===== src/rtl/y0_dwa_driver.sv =====
// Converts 4-level anti-noise codes into DWA-rotated thermometer drive for an
// N_EL-element unit DAC, with stall detection, a zero-mean mute pattern and illegal-code flagging.
module y0_dwa_driver #(
    parameter int unsigned IN_W    = 8,
    parameter int unsigned N_EL    = 3,
    parameter int unsigned TIMEOUT = 64
) (
    input  logic            clock,
    input  logic            reset,
    input  logic            y0_valid_in,
    input  logic [IN_W-1:0] y0_data_in,
    output logic [N_EL-1:0] el_out,
    output logic            el_valid_out,
    output logic            muted,
    output logic            err_out,
    output logic            err_sticky,
    output logic [7:0]      err_cnt
);

    localparam int unsigned PW = (N_EL > 2) ? $clog2(N_EL) : 1;
    localparam int unsigned KW = $clog2(N_EL + 1);
    localparam int unsigned SW = $clog2(2 * N_EL);
    localparam int unsigned CW = $clog2(TIMEOUT);

    localparam logic [N_EL-1:0] ALL1 = '1;
    localparam logic [N_EL-1:0] LO   = ~(ALL1 << ((N_EL - 1) / 2));
    localparam logic [N_EL-1:0] HI   = ~(ALL1 << ((N_EL + 1) / 2));

    typedef enum logic [1:0] {S_IDLE, S_RUN, S_MUTE} state_t;

    state_t          state_q, state_d;
    logic [PW-1:0]   p_q, p_d;
    logic [N_EL-1:0] el_q, el_d;
    logic            el_valid_q, el_valid_d;
    logic            muted_q, muted_d;
    logic            err_out_q, err_out_d;
    logic            err_sticky_q, err_sticky_d;
    logic [7:0]      err_cnt_q, err_cnt_d;
    logic [CW-1:0]   idle_q, idle_d;
    logic            phase_q, phase_d;

    int                  half;
    logic                code_ok;
    logic [KW-1:0]       k;
    logic [N_EL-1:0]     mask;
    logic [2*N_EL-1:0]   dbl;
    logic [N_EL-1:0]     therm;
    logic [SW-1:0]       sum;
    logic [PW-1:0]       p_next;

    // Decode: legal codes are 2 mod 4 with |code/2| <= N_EL, k = (code/2 + N_EL)/2
    always_comb begin
        half    = int'($signed(y0_data_in)) >>> 1;
        code_ok = (y0_data_in[1:0] == 2'b10) && (half >= -int'(N_EL)) && (half <= int'(N_EL));
        k       = KW'((half + int'(N_EL)) >>> 1);
    end

    // k ones starting at pointer p, wrapping via a double-width rotate
    always_comb begin
        mask   = ~(ALL1 << k);
        dbl    = {{N_EL{1'b0}}, mask} << p_q;
        therm  = dbl[N_EL-1:0] | dbl[2*N_EL-1:N_EL];
        sum    = SW'(p_q) + SW'(k);
        p_next = (sum >= SW'(N_EL)) ? PW'(sum - SW'(N_EL)) : PW'(sum);
    end

    always_comb begin
        state_d      = state_q;
        p_d          = p_q;
        el_d         = el_q;
        el_valid_d   = 1'b0;
        err_out_d    = 1'b0;
        err_sticky_d = err_sticky_q;
        err_cnt_d    = err_cnt_q;
        idle_d       = idle_q;
        phase_d      = phase_q;

        if (y0_valid_in) begin
            // A sample is processed identically whatever the current state
            state_d    = S_RUN;
            idle_d     = '0;
            el_valid_d = 1'b1;
            if (code_ok) begin
                el_d = therm;
                p_d  = p_next;
            end else begin
                err_out_d    = 1'b1;
                err_sticky_d = 1'b1;
                if (err_cnt_q != 8'hFF) begin
                    err_cnt_d = err_cnt_q + 8'd1;
                end
            end
        end else begin
            case (state_q)
                S_RUN: begin
                    if (idle_q == CW'(TIMEOUT - 1)) begin
                        state_d = S_MUTE;
                        idle_d  = '0;
                        el_d    = LO;
                        phase_d = 1'b1;
                    end else begin
                        idle_d = idle_q + CW'(1);
                    end
                end
                default: begin
                    el_d    = phase_q ? HI : LO;
                    phase_d = ~phase_q;
                end
            endcase
        end

        muted_d = (state_d != S_RUN);
    end

    always_ff @(posedge clock) begin
        if (reset) begin
            state_q      <= S_IDLE;
            p_q          <= '0;
            el_q         <= LO;
            el_valid_q   <= 1'b0;
            muted_q      <= 1'b1;
            err_out_q    <= 1'b0;
            err_sticky_q <= 1'b0;
            err_cnt_q    <= '0;
            idle_q       <= '0;
            phase_q      <= 1'b0;
        end else begin
            state_q      <= state_d;
            p_q          <= p_d;
            el_q         <= el_d;
            el_valid_q   <= el_valid_d;
            muted_q      <= muted_d;
            err_out_q    <= err_out_d;
            err_sticky_q <= err_sticky_d;
            err_cnt_q    <= err_cnt_d;
            idle_q       <= idle_d;
            phase_q      <= phase_d;
        end
    end

    assign el_out       = el_q;
    assign el_valid_out = el_valid_q;
    assign muted        = muted_q;
    assign err_out      = err_out_q;
    assign err_sticky   = err_sticky_q;
    assign err_cnt      = err_cnt_q;

endmodule


===== config.mk =====
export PLATFORM = sky130hd
export DESIGN_NAME = y0_dwa_driver
export DESIGN_NICKNAME = d
export VERILOG_FILES = /design/src/rtl/y0_dwa_driver.sv
export SDC_FILE = /design/constraint.sdc
export NUM_CORES = 1
export LEC_CHECK = 0
export ABC_AREA = 1
export CORE_MARGIN = 2
export CORE_UTILIZATION = 40
export DETAILED_ROUTE_END_ITERATION = 16
export GPL_TIMING_DRIVEN = 0
export HOLD_SLACK_MARGIN = 0.05
export PLACE_DENSITY = 0.62
export SETUP_SLACK_MARGIN = 0.15
export SLEW_MARGIN = 20
export SYNTH_ARGS = -nofsm -noshare
export SYNTH_HDL_FRONTEND = slang
export SYNTH_SLANG_ARGS = --single-unit

===== constraint.sdc =====
create_clock -name clock -period 3.2 [get_ports clock]
set_clock_uncertainty 0.05 [all_clocks]
set_input_delay 0.8 -clock clock [delete_from_list [all_inputs] [get_ports clock]]
set_output_delay 0.8 -clock clock [all_outputs]
set_load 0.005 [all_outputs]

Word level (Yosys, flattened, before mapping)
Index checks and enable logic that the tools add are counted.
{"block": "classes", "n_reduce_logical": 9, "eq_ne": 8, "magnitude_cmp": 3, "bitwise_logic": 5, "n_mux": 14, "shift": 2, "addsub": 5}
{"operator": "3-bit 2-to-1 mux", "n": 4}
{"operator": "2-bit 2-to-1 mux", "n": 5}
{"operator": "8-bit by 1-bit adder with 8-bit output (second input constant)", "n": 1}
{"operator": "8-bit != test (second input constant)", "n": 1}
{"operator": "2-bit AND reduction", "n": 4}
{"operator": "7-bit by 3-bit greater-or-equal comparator with 1-bit output (second input constant)", "n": 1}
{"operator": "7-bit by 3-bit less-or-equal comparator with 1-bit output (second input constant)", "n": 1}
{"operator": "6-bit by 1-bit adder with 6-bit output (second input constant)", "n": 1}
{"operator": "6-bit == test (second input constant)", "n": 1}
{"operator": "6-bit 2-to-1 mux", "n": 1}
{"operator": "3-bit by 2-bit left shift with 6-bit output", "n": 1}
{"operator": "1-bit 2-to-1 mux", "n": 4}
{"operator": "2-bit by 1-bit != test with 1-bit output (second input constant)", "n": 2}
{"operator": "2-bit OR reduction", "n": 2}
{"operator": "2-bit by 2-bit adder with 3-bit output", "n": 1}
{"operator": "3-bit adder (second input constant)", "n": 1}
{"operator": "3-bit by 2-bit greater-or-equal comparator with 1-bit output (second input constant)", "n": 1}
{"operator": "3-bit != test (second input constant)", "n": 1}
{"operator": "1-bit NOT", "n": 3}
{"operator": "3-bit NOT", "n": 1}
{"operator": "3-bit bitwise OR", "n": 1}
{"operator": "3-bit AND reduction", "n": 1}
{"operator": "3-bit by 2-bit left shift with 3-bit output (first input constant)", "n": 1}
{"operator": "2-bit by 1-bit == test with 1-bit output (second input constant)", "n": 1}
{"operator": "other kinds (4)", "n": 5}
{"block": "word_totals", "reg_bits": 26, "inputBits": 11}

Logic depth before layout (Yosys ltp)
Gate-level depths: netlist of the first run.
{"block": "depth", "depth_word": 7, "ltp_mapped": 12, "depth_no_buf": 12}

Worst setup path before layout of the first run
Ideal clock, no wire load.
{"block": "synth_path", "path_kind": "input port to flip-flop", "start": "input y0_data_in[1]", "end": "register p_q[1]", "path_slack_ns": 0.435, "required_ns": 3.034, "arrival_ns": 2.599, "cell_stages": 11, "setup_time_ns": 0.116, "path_cell_list": "inv_1 -> ha_1 -> inv_1 -> ha_1 -> fa_1 -> ha_1 -> nor2_1 -> nand2_1 -> mux2_2 -> nor2_1 -> nor2_1"}
{"block": "synth_via", "elab_chain_len": 4, "word_cells_on_any_way": 11, "cone_classes": "add/sub: 3; order compare: 3; eq/ne: 1; mux: 1; reduce/logical: 3"}
{"item": "from (decl)", "line": "11", "text": "input logic [IN_W-1:0] y0_data_in,"}
{"item": "3-bit adder (tied with other cells)", "line": "55", "text": "k = KW'((half + int'(N_EL)) >>> 1);"}
{"item": "2-bit by 2-bit adder with 3-bit output / 1-bit logical AND (equally long branches)", "line": "63, 54"}
{"item": "3-bit by 2-bit greater-or-equal comparator with 1-bit output (tied with other cells)", "line": "64", "text": "p_next = (sum >= SW'(N_EL)) ? PW'(sum - SW'(N_EL)) : PW'(sum);"}
{"item": "2-bit 2-to-1 mux / 2-bit AND reduction (equally long branches)"}
{"item": "to (signal assigned)", "line": "129", "text": "p_q <= p_d;"}
{"item": "to (decl)", "line": "32", "text": "logic [PW-1:0] p_q, p_d;"}
Several ways; a longest one is shown, not always the timed one.
A chain may end at the register's enable or synchronous reset.

Worst setup path after layout of the first run
Ends and elaborated chain as after synthesis.

==> results.sh, run 1 <==
export IMPL_cts_root_buf="clkbuf_8"
export IMPL_status="finished, final reports clean"
export IMPL_route_detailed_drc=0
export IMPL_yosysTopAreaCell="dfxtp_1"
export IMPL_cp_max_fo=4
export IMPL_yosysTopAreaCellShare_pct=34.61
export IMPL_synth_edf_count=0
export IMPL_synth_seq_cells=26
export IMPL_syn_instance_count=209
export IMPL_grt_ovfl_total=0
export IMPL_synthFlopType="dfxtp_1"
export IMPL_max_vdd_ir_drop_mv=0.3405
export IMPL_end_kind="flip-flop"
export IMPL_ys_warn_count=0
export IMPL_port_buffers=25
export IMPL_fin_util_pct=51.83
export IMPL_initial_utilization_pct=41.39
export IMPL_finalSetupViolCount=0
export IMPL_clk_pin_slew_ns=0.09
export IMPL_max_slew_margin_rel_pct=61.45
export IMPL_drtIter0Drc=75
export IMPL_clockPowerShare_pct=37.5
export IMPL_syn_area_per_cell_um2=7.196
export IMPL_cts_num_sinks=26
export IMPL_grt_pass1_wl_um=5382
export IMPL_switching_share_pct=24.02
export IMPL_fp_dieW_um=65.32
export IMPL_diodes=0
export IMPL_htree_levels=1
export IMPL_cts_tree="done"
export IMPL_required_ns=3.32
export IMPL_worstSetupStartpointType="primary input"
export IMPL_fin_nets=257
export IMPL_finalCriticalPeriod_ns=2.834
export IMPL_vias=1339
export IMPL_ant_nets=0
export IMPL_cts_buffers=3
export IMPL_rsz0062_at_grt="no"
export IMPL_core_um2=3633
export IMPL_slew_viol_final=0
export IMPL_p_per_area_nw_per_um2=388.0
export IMPL_syn_num_nets=227
export IMPL_p_comb_share_pct=15.6
export IMPL_hold_slack_ns=0.4167
export IMPL_die_height_um=65.32
export IMPL_p_switching_mw=0.1755
export IMPL_hold_class="flip-flop to flip-flop"
export IMPL_routed_wl_um=3051
export IMPL_syn_cell_area_um2=1504
export IMPL_worstMarginPinSlew_ns=0.5783
export IMPL_dieArea_um2=4266
export IMPL_finalHoldViolCount=0
export IMPL_insertion_delay_ns=0.27
export IMPL_area_delta_synth_final_pct=25.21
export IMPL_fp_row_count=22
export IMPL_grt_max_degree=16
export IMPL_p_leak_nw=0.7832
export IMPL_p_seq_share_pct=46.9
export IMPL_drive_gt1_share_pct=9.664
export IMPL_max_freq_ghz=0.3529
export IMPL_yosysMostFrequentCell="nand2_1"
export IMPL_fin_crit_sh_pct=88.56
export IMPL_vias_per_cell=4.682
export IMPL_async_reset_ff_share_pct=0
export IMPL_p_int_mw=0.5551
export IMPL_synthTopCellsByCount="nand2_1 (52), dfxtp_1 (26), inv_1 (26), nor2_1 (24)"
export IMPL_drtPass1Iterations=4
export IMPL_grt_pass1_vias=1241
export IMPL_yosysSeqAreaShare_pct=34.61
export IMPL_maxCapViolCount=0
export IMPL_dpl_hpwl_um=2319
export IMPL_path_class="primary input to flip-flop"
export IMPL_grt_usage_pct=16.00
export IMPL_gp_congestion=0.7954
export IMPL_antenna_found_initial=0
export IMPL_synthTopCellsByArea="dfxtp_1 (35%), nand2_1 (13%), inv_1 (6.5%)"
export IMPL_top_level_ports=26
export IMPL_yosysUniqueCellTypes=31
export IMPL_cts_buffer_depth=2
export IMPL_wl_per_cell_um=10.67
export IMPL_cp_arrival_ns=2.96
[power by group through the flow]
stage | Combinational (mW) | Sequential, mW | Clock, mW
2_1_floorplan | 0.0686 | 0.350 | 0
3_3_place_gp | 0.114 | 0.350 | 0
3_5_place_dp | 0.116 | 0.350 | 0
4_1_cts | 0.116 | 0.343 | 0.283
5_1_grt | 0.129 | 0.345 | 0.295
6_report | 0.114 | 0.343 | 0.274
[through the flow]
stage	setup WS (ns)	TNS [ns]	cell area, um^2	std cells	total power [mW]
final	0.3661	0	1883	286	0.7306
after global routing	0.2224	0	1883	286	0.7684
after CTS	0.3468	0	1883	286	0.7417
after detailed placement	-0.1861	-0.2410	1814	282	0.4663
after global placement	-0.1570	-0.1907	1814	282	0.4644
after floorplan	0.4354	0	1504	209	0.4183
[cells by family (layout without fill, tap and decap cells)]
kind of cell	count (synthesis)	count (layout)	share of synthesized area [%]
simple gates	111	111	36.69
buf+inv	33	62	8.319
compound gates	27	27	10.98
flops	26	26	34.61
fa+ha+maj	7	7	6.323
xor+xnor	4	4	2.329
mux	1	1	0.7487
[per-layer routing]
metal  track usage, %  vias to the layer above  wire (um)
met5                0                        -          0
met4            3.385                        0         17
met3            3.596                        2        114
met2            26.40                       21       1374
met1            21.41                      581       1545
li1                 -                      735          -
[registers in the layout (all words and copies together), names as in the netlist, 2 cells and up]
register  flops
p_q           2
idle_q        6
state_q       2
el_out        3
err_cnt       8
[cells in the final DEF, fill, tap and decap left out]
cell / Yosys / layout
a21oi_1: 13 / 13
a21oi_2: 2 / 2
buf_2: 1 / 1
bufinv_16: 0 / 1
clkbuf_1: 1 / 1
clkbuf_8: 0 / 3
clkdlybuf4s50_1: 0 / 23
clkinv_1: 2 / 2
dfxtp_1: 26 / 26
dlygate4sd2_1: 0 / 2
fa_1: 1 / 1
ha_1: 6 / 6
inv_1: 26 / 25
inv_2: 3 / 4
mux2_2: 1 / 1
nand2_1: 52 / 52
nand2_2: 3 / 3
nand3_1: 13 / 13
nand3_4: 2 / 2
nand3b_1: 2 / 2
nand4_1: 8 / 8
nand4_4: 2 / 2
nor2_1: 24 / 24
nor2_2: 1 / 1
nor2_4: 2 / 2
nor3_1: 1 / 1
o211ai_1: 1 / 1
o21a_1: 1 / 1
o21ai_0: 4 / 4
o21ai_1: 3 / 3
o21ai_4: 1 / 1
o221ai_1: 1 / 1
o31ai_1: 1 / 1
or2_1: 1 / 1
xor2_1: 4 / 4
[worst max-delay path, cell delays in order]
cell	delay (ns)
dlygate4sd2_1	0.23
inv_2	0.06
ha_1	0.29
inv_1	0.08
ha_1	0.20
fa_1	0.56
ha_1	0.15
nor2_1	0.04
nand2_1	0.08
mux2_2	0.33
nor2_1	0.09
nor2_1	0.05
[what timing repair did]
action | 4_1_cts | 5_1_grt
buffers inserted | 0 | 0
endpoints found under the setup margin | 1 | 0
gates resized for setup | 3 | 0
hold buffers | 0 | 0
[final timing paths]
check / from / end / slack [ns] / cells after the start
worst max-delay path: y0_data_in[1] / p_q[1] / 0.37 / 12
worst min-delay path: phase_q / phase_q / 0.42 / 2
worst max register to register: p_q[0] / p_q[1] / 1.16 / 8
worst min register to register: phase_q / phase_q / 0.42 / 2
[area by class of cell]
class                           instances  area [um^2]
Tap cell                               48        60.06
Inverter                               31        116.4
Clock buffer                            3        41.29
Buffer                                  2        8.758
Timing Repair Buffer                   25        247.7
Clock inverter                          1        30.03
Sequential cell                        26        520.5
Fill cell                             368         1750
Multi-Input combinational cell        150        858.3
No activity file was read; power rests on OpenSTA's default activity.
==> inputs of run 2 (changes only) <==
Settings changed: CORE_ASPECT_RATIO set to 0.9, PLACE_DENSITY 0.62 to 0.74.
==> run 2 against run 1 <==
Against the previous run:
- total power down 0.54%
- die area is essentially flat
- flip-flop and latch count unchanged
- hold slack got worse by 0.0099 ns
- wire length shrank 5.0%
- first-iteration DRC count decreased by 29%
- largest cell class unchanged
- highest routed layer unchanged
==> results.sh, run 2 (synthesized netlist as in run 1, its figures left out) <==
export IMPL_cts_buffers=3
export IMPL_post_cts_setup_buffers=0
export IMPL_max_vdd_ir_drop_mv=0.2639
export IMPL_p_per_area_nw_per_um2=385.9
export IMPL_drtPass1Iterations=4
export IMPL_core_um2=3652
export IMPL_drtIter0Drc=53
export IMPL_max_freq_ghz=0.3486
export IMPL_drive_gt1_share_pct=10.08
export IMPL_finish_instance_area_um2=1883
export IMPL_end_kind="flip-flop"
export IMPL_status="finished, final reports clean"
export IMPL_fp_row_count=21
export IMPL_slew_viol_final=0
export IMPL_grt_pass1_wl_um=5326
export IMPL_initial_utilization_pct=41.18
export IMPL_final_common_cell="nand2_1"
export IMPL_worstSetupStartpointType="primary input"
export IMPL_port_buffers=25
export IMPL_wl_per_cell_um=10.20
export IMPL_required_ns=3.32
export IMPL_gp_congestion=0.8287
export IMPL_clk_pin_slew_ns=0.09
export IMPL_ctsResizeCount=4
export IMPL_cts_root_buf="clkbuf_8"
export IMPL_cp_arrival_ns=2.99
export IMPL_cp_max_fo=4
export IMPL_grt_ovfl_total=0
export IMPL_diodes=0
export IMPL_dpl_cell_area_um2=1812
export IMPL_vias_per_cell=4.806
export IMPL_area_delta_synth_final_pct=25.21
export IMPL_finalHoldViolCount=0
export IMPL_fin_setup_tns_ns=0
export IMPL_fin_util_pct=51.56
export IMPL_insertion_delay_ns=0.27
export IMPL_route_detailed_drc=0
export IMPL_finalCriticalPeriod_ns=2.868
export IMPL_top_level_ports=26
export IMPL_worstMarginPinSlew_ns=0.5453
export IMPL_max_slew_margin_rel_pct=63.65
export IMPL_cts_tree="done"
export IMPL_htree_levels=1
export IMPL_ant_nets=0
export IMPL_die_height_um=62.17
export IMPL_dpl_hpwl_um=2248
export IMPL_maxCapViolCount=0
export IMPL_path_class="primary input to flip-flop"
export IMPL_grt_usage_pct=15.67
export IMPL_most_common_layout_cells="nand2_1 (52), dfxtp_1 (26), inv_1 (25)"
export IMPL_hold_class="flip-flop to flip-flop"
export IMPL_fp_dieW_um=68.64
export IMPL_cts_num_sinks=26
export IMPL_cts_buffer_depth=2
export IMPL_rsz0062_at_grt="no"
export IMPL_p_leak_nw=0.7816
export IMPL_cts_hold_buf=0
export IMPL_dieArea_um2=4267
export IMPL_fin_crit_sh_pct=89.64
export IMPL_grt_max_degree=16
export IMPL_final_cells=284
export IMPL_vias=1365
export IMPL_dpl_cell_count=280
export IMPL_fin_nets=257
export IMPL_largest_reg_flops=8
export IMPL_finalSetupViolCount=0
export IMPL_grt_pass1_vias=1256
export IMPL_routed_wl_um=2898
export IMPL_antenna_found_initial=0
[run 2: cell type report]
| type | count | area (um^2) |
|---|---|---|
| buffer | 2 | 8.758 |
| clock buffer | 3 | 41.29 |
| clock inverter | 1 | 30.03 |
| fill | 374 | 1769 |
| inverter | 31 | 116.4 |
| multi-input combinational | 150 | 860.8 |
| sequential | 26 | 520.5 |
| tap | 46 | 57.56 |
| timing repair buffer | 25 | 247.7 |
[run 2: worst paths after layout]
check                      from      end  slack [ns]  cells past startpoint
hold reg to reg         phase_q  phase_q        0.41                      2
hold / removal          phase_q  phase_q        0.41                      2
setup reg to reg         p_q[0]   p_q[1]        1.13                      8
setup / recovery  y0_data_in[1]   p_q[1]        0.33                     12
[run 2: through the flow]
step                      hold WS, ns  worst slack, ns  power, mW
after floorplan                0.3761           0.4354     0.4183
after global placement         0.3853          -0.1511     0.4628
after detailed placement       0.3893          -0.1725     0.4649
after CTS                      0.4034           0.3403     0.7361
after global routing           0.4473           0.1517     0.7669
final                          0.4068           0.3317     0.7266
[run 2: worst max-delay path, cell delays in order]
cell	delay, ns
dlygate4sd2_1	0.23
inv_2	0.06
ha_1	0.29
inv_1	0.08
ha_1	0.20
fa_1	0.56
ha_2	0.18
nor2_1	0.04
nand2_1	0.08
mux2_2	0.34
nor2_1	0.08
nor2_1	0.05
[run 2: where the power goes]
| part | internal (mW) | leakage, nW | switching [mW] | total (mW) |
|---|---|---|---|---|
| Combinational | 0.0532 | 0.534 | 0.0603 | 0.114 |
| Clock | 0.167 | 0.0357 | 0.104 | 0.271 |
| Sequential | 0.335 | 0.212 | 0.00745 | 0.342 |
[run 2: routing by layer]
layer / up-vias / GRT usage (%) / share of wire [%]
li1: 734 / - / -
met3: 2 / 3.623 / 4.1
met5: - / 0 / 0
met1: 607 / 21.32 / 48
met2: 22 / 24.76 / 47
met4: 0 / 3.750 / 0.83
